$ cat src/rtl/matrix_pkg.sv
// Shared definitions for the matrix loader and multiplier: default sizes and
// the loader FSM state enumeration.
package matrix_pkg;

    localparam int unsigned MAT_DATA_W = 8;
    localparam int unsigned MAT_N      = 2;

    typedef enum logic [1:0] {
        IDLE,
        LOAD_A,
        LOAD_B,
        HOLD
    } state_t;

endpackage

$ cat src/rtl/matrix_reg_bank.sv
// DEPTH x DATA_W register bank with a single indexed write port and the
// whole contents exposed as one flattened read bus (entry k at [k*DATA_W +: DATA_W]).
module matrix_reg_bank
    import matrix_pkg::*;
#(
    parameter int unsigned DATA_W = MAT_DATA_W,
    parameter int unsigned DEPTH  = MAT_N * MAT_N
) (
    input  logic                       CLK,
    input  logic                       RST_N,
    input  logic                       we,
    input  logic [$clog2(DEPTH)-1:0]   idx,
    input  logic [DATA_W-1:0]          wdata,
    output logic [DEPTH*DATA_W-1:0]    rdata
);

    logic [DATA_W-1:0] mem [DEPTH];

    always_ff @(posedge CLK or negedge RST_N) begin
        if (!RST_N) begin
            for (int unsigned i = 0; i < DEPTH; i++) begin
                mem[i] <= '0;
            end
        end else if (we) begin
            mem[idx] <= wdata;
        end
    end

    for (genvar g = 0; g < DEPTH; g++) begin : g_read
        assign rdata[g*DATA_W +: DATA_W] = mem[g];
    end

endmodule

$ cat src/rtl/matrix_data_loader.sv
// Serial loader that collects matrix A then matrix B (row-major) and holds the
// pair for the downstream multiplier until it is consumed.
module matrix_data_loader
    import matrix_pkg::*;
#(
    parameter int unsigned DATA_W = MAT_DATA_W,
    parameter int unsigned N      = MAT_N
) (
    input  logic                    CLK,
    input  logic                    RST_N,
    input  logic                    start,
    input  logic [DATA_W-1:0]       in_data,
    input  logic                    in_valid,
    output logic                    in_ready,
    output logic [N*N*DATA_W-1:0]   mat_a,
    output logic [N*N*DATA_W-1:0]   mat_b,
    output logic                    out_valid,
    input  logic                    out_ready,
    output logic                    busy
);

    localparam int unsigned NE    = N * N;
    localparam int unsigned CNT_W = $clog2(NE);

    typedef logic [CNT_W-1:0] cnt_t;

    state_t state, state_next;
    cnt_t   cnt, cnt_next;
    logic   beat, last, we_a, we_b;

    assign in_ready  = (state == LOAD_A) || (state == LOAD_B);
    assign out_valid = (state == HOLD);
    assign busy      = (state != IDLE);
    assign beat      = in_valid && in_ready;
    assign last      = (cnt == cnt_t'(NE - 1));

    always_ff @(posedge CLK or negedge RST_N) begin
        if (!RST_N) begin
            state <= IDLE;
            cnt   <= '0;
        end else begin
            state <= state_next;
            cnt   <= cnt_next;
        end
    end

    // start during a load wins over a coincident beat, which is dropped
    always_comb begin
        state_next = state;
        cnt_next   = cnt;
        we_a       = 1'b0;
        we_b       = 1'b0;
        unique case (state)
            IDLE: begin
                if (start) begin
                    state_next = LOAD_A;
                    cnt_next   = '0;
                end
            end
            LOAD_A: begin
                if (start) begin
                    cnt_next = '0;
                end else if (beat) begin
                    we_a = 1'b1;
                    if (last) begin
                        state_next = LOAD_B;
                        cnt_next   = '0;
                    end else begin
                        cnt_next = cnt + cnt_t'(1);
                    end
                end
            end
            LOAD_B: begin
                if (start) begin
                    state_next = LOAD_A;
                    cnt_next   = '0;
                end else if (beat) begin
                    we_b = 1'b1;
                    if (last) begin
                        state_next = HOLD;
                        cnt_next   = '0;
                    end else begin
                        cnt_next = cnt + cnt_t'(1);
                    end
                end
            end
            HOLD: begin
                if (out_ready) begin
                    state_next = start ? LOAD_A : IDLE;
                    cnt_next   = '0;
                end
            end
            default: begin
                state_next = IDLE;
                cnt_next   = '0;
            end
        endcase
    end

    matrix_reg_bank #(
        .DATA_W (DATA_W),
        .DEPTH  (NE)
    ) u_bank_a (
        .CLK   (CLK),
        .RST_N (RST_N),
        .we    (we_a),
        .idx   (cnt),
        .wdata (in_data),
        .rdata (mat_a)
    );

    matrix_reg_bank #(
        .DATA_W (DATA_W),
        .DEPTH  (NE)
    ) u_bank_b (
        .CLK   (CLK),
        .RST_N (RST_N),
        .we    (we_b),
        .idx   (cnt),
        .wdata (in_data),
        .rdata (mat_b)
    );

endmodule

$ cat config.mk
export PLATFORM = sky130hd
export DESIGN_NAME = matrix_data_loader
export DESIGN_NICKNAME = d
export VERILOG_FILES = /design/src/rtl/matrix_pkg.sv /design/src/rtl/matrix_reg_bank.sv /design/src/rtl/matrix_data_loader.sv
export SDC_FILE = /design/constraint.sdc
export NUM_CORES = 1
export LEC_CHECK = 0
export ABC_AREA = 0
export CORE_MARGIN = 2
export CORE_UTILIZATION = 52
export CTS_CLUSTER_DIAMETER = 40
export DETAILED_ROUTE_END_ITERATION = 7
export PLACE_DENSITY = 0.95
export SYNTH_ARGS = -nofsm -noshare
export SYNTH_HDL_FRONTEND = slang
export SYNTH_SLANG_ARGS = --single-unit
$ cat constraint.sdc
create_clock -name CLK -period 2.9 [get_ports CLK]
set_input_delay 0.29 -clock CLK [delete_from_list [all_inputs] [get_ports CLK]]
set_output_delay 0.29 -clock CLK [all_outputs]
set_load 0.005 [all_outputs]
==> summary.md <==
| Metric | Value |
|---|---|
| Outcome | completed |
| Combinational share of power | 0.394 |
| Clock power share | 0.208 |
| Port bufs | 79 |
| RePlAce Congestion | 0.9372 |
| Antenna diode count | 0 |
| Cells after Synth | 181 |
| Starting Density | 0.5391 |
| Max Cap Viol | 0 |
| Cell Area, Placed | 3862 sq um |
| Final setup fails | 0 |
| Max Fclk | 462.0 MHz |
| DRT antenna net count | 0 |
| P_sw | 1.002 mW |
| Area grow syn2layout | 36.03% |
| Root buf cell | clkbuf_8 |
| Arrival time worst endpoint | 2390 ps |
| Total gr overflow | 0 |
| Drt wl/cell | 18.42 um |
| Crit-path cells | inv_1 > ha_1 > nor2b_4 > and3_1 > nand2_4 > mux2_4 |
| Leak Pwr | 2.097 nW |
| Hold_ws | 490.1 ps |
| Placed Cells | 330 |
| Sequential Power Share | 0.399 |
| Core area | 5540 sq um |
| Post-Syn Nets | 203 |
| Clk_lat worst skew | 340 ps |
| Number of fill cells | 368 |
| Pin count of the biggest net entering global routing | 69 |
| CTS resizes | 0 |
| Power Internal | 2.665 mW |
| Switching Fraction | 0.2733 |
| CP endpoint kind | flop |
| Post-Layout Inst Area | 4063 sq um |
| Die Y | 79.79 um |
| Syn Std Cell Area | 2987 sq um |
| CP peak stage delay | 420 ps |
| Pwr/cell area | 902.8 nW/um^2 |
| Min setup slack post-route | 735.3 ps |
| CP Launch Type | flop |
| DR vias | 1,867 |
| H-tree levels | 3 |
| Ys Warns | 0 |
| Vias/cell | 5.412 |
| Final hold vios | 0 |
| Initial DRT Pass Iterations | 4 |
| Post-CTS Hold Fix Bufs | 1 |
| Fin crit share | 0.7465 |
| Clock skew | 5.524 ps |
| Syn avg cell area | 16.50 sq um |
| # rows | 27 |
| CP Max Fanout | 8 |
| CTS clk-pin slew, worst paths | 60 ps |
| Share of layout cells above drive strength 1 | 0.3150 |
| Non-filler instance count after layout | 345 |
| Min-Delay Path Class | input port to asynchronous set/reset pin |
| I/O pins | 80 |
| Tmin final | 2165 ps |
| CTS max path bufs | 2 |
| Pre-CTS setup slack | 784.6 ps |
| CTS tree | yes |
| Clock Sinks | 68 |
| Unrepaired setup endpoints after global routing | false |
| Slew headroom | 0.6189 |
| Setup TNS | 0 ps |
| WS Path Type | flop to flop |
| Measured slew at the worst slew-check pin | 571.7 ps |
| Synthesized flop and latch total | 68 |
| Wirelength, routed | 6354 um |
| Total GRT Usage | 0.2170 |
| Number of global-route vias before repair | 1,930 |
| Worst path slowest cell | dfrtp_1 |
| HPWL after detailed placement | 4402 um |
| Die width | 79.79 um |
| Final Max Tran Viols | 0 |
| Drt drc | 0 |
| CTS Buf Count | 9 |
| Initial DRC count | 57 |
| Post-CTS Setup Bufs | 0 |
| Die area | 6366 sq um |
| Nets@finish | 292 |
| Initial antenna violation count | 0 |
| Cell variety after synth | 21 |
| First-pass GRT wire length | 10,050 um |
| Register area share after synthesis | 0.5698 |
| Max VDD drop | 0.0005448 V |
| CP Data Required Time | 3130 ps |
| Worst R2R Setup Slack | 740 ps |
final cells by class:
cell class	count	area [sq um]	share of cell area
Sequential cell	68	1702	0.4188
Multi-Input combinational cell	103	1239	0.3049
Timing Repair Buffer	81	815.8	0.2008
Clock buffer	12	155.1	0.03819
Tap cell	72	90.09	0.02217
Clock inverter	2	35.03	0.008623
Inverter	7	26.28	0.006468
metal layers:
metal	vias to the layer above	part of all wire	GRT usage
met1	963	0.43	0.2707
li1	817	-	-
met2	79	0.49	0.3429
met3	8	0.072	0.09842
met5	-	0	0
met4	0	0.011	0.06102
registers in the layout (all words and copies together) (netlist names):
signal / cells
u_bank_a.rdata: 32
u_bank_b.rdata: 32
cnt: 2
state: 2
metrics by stage:
step	util	power (mW)
finish	0.7333	3.668
CTS	0.7333	3.703
floorplan	-	2.098
global placement	0.6972	2.854
detailed placement	0.6972	2.915
global route	0.7333	3.872
Yosys cell counts:
library cell   n  share of area
nand4_1        2         0.0042
clkbuf_2       1         0.0017
nand4b_1       1         0.0029
nor2b_4        1         0.0046
dfrtp_1       68           0.57
nand2b_1       1         0.0021
nand2_1        4         0.0050
ha_1           9          0.038
nand3_1        1         0.0017
mux2_4        48           0.24
a211oi_1       1         0.0025
clkbuf_4       2         0.0050
a222oi_1       1         0.0034
mux2i_1        2         0.0067
a21oi_1        3         0.0050
nand2_4        6          0.023
inv_1          7         0.0088
a31oi_1        3         0.0063
and3_1         3         0.0063
nor2b_1        1         0.0021
mux2_2        16          0.060
worst paths after layout:
kind	endpoint	cells after the start	startpoint
setup reg to reg	u_bank_a.rdata[25]	6	state[0]
hold reg to reg	u_bank_b.rdata[3]	1	u_bank_b.rdata[3]
min in group CLK	u_bank_b.rdata[3]	1	u_bank_b.rdata[3]
max in group asynchronous	state[1]	3	RST_N
setup / recovery	u_bank_a.rdata[25]	6	state[0]
hold / removal	u_bank_a.rdata[31]	3	RST_N
logic make-up (layout without fill, tap and decap cells):
group	count (synthesis)	in the layout	share of synthesized area
muxes	66	66	0.3083
AOI/OAI and AO/OA	8	8	0.01718
buffers and inverters	10	102	0.01550
DFF	68	68	0.5698
and+or+nand+nor	20	20	0.05153
adders and majority gates	9	9	0.03770
power groups by stage:
stage,Clock [mW],Sequential (mW),Combinational [mW]
final,0.761,1.46,1.44
after floorplan,0,1.47,0.633
after CTS,0.781,1.46,1.46
after global placement,0,1.46,1.39
after global routing,0.823,1.50,1.55
after detailed placement,0,1.48,1.44
placed cells by master (no fill, tap or decap), types with 4 or more instances in the layout:
cell             count
ha_1                 9
inv_1                7
nand2_4              6
mux2_4              48
nand2_1              4
clkbuf_8            11
mux2_2              16
clkdlybuf4s50_1     78
dfrtp_1             68
worst max-delay path: cells and delay by family, from the launching register on:
| kind | cells | cell delay [ps] |
|---|---|---|
| and+or+nand+nor | 3 | 780 |
| adders and majority gates | 1 | 400 |
| muxes | 1 | 330 |
| DFF | 1 | 420 |
| buffers and inverters | 1 | 120 |
No activity file was read; power rests on OpenSTA's default activity.
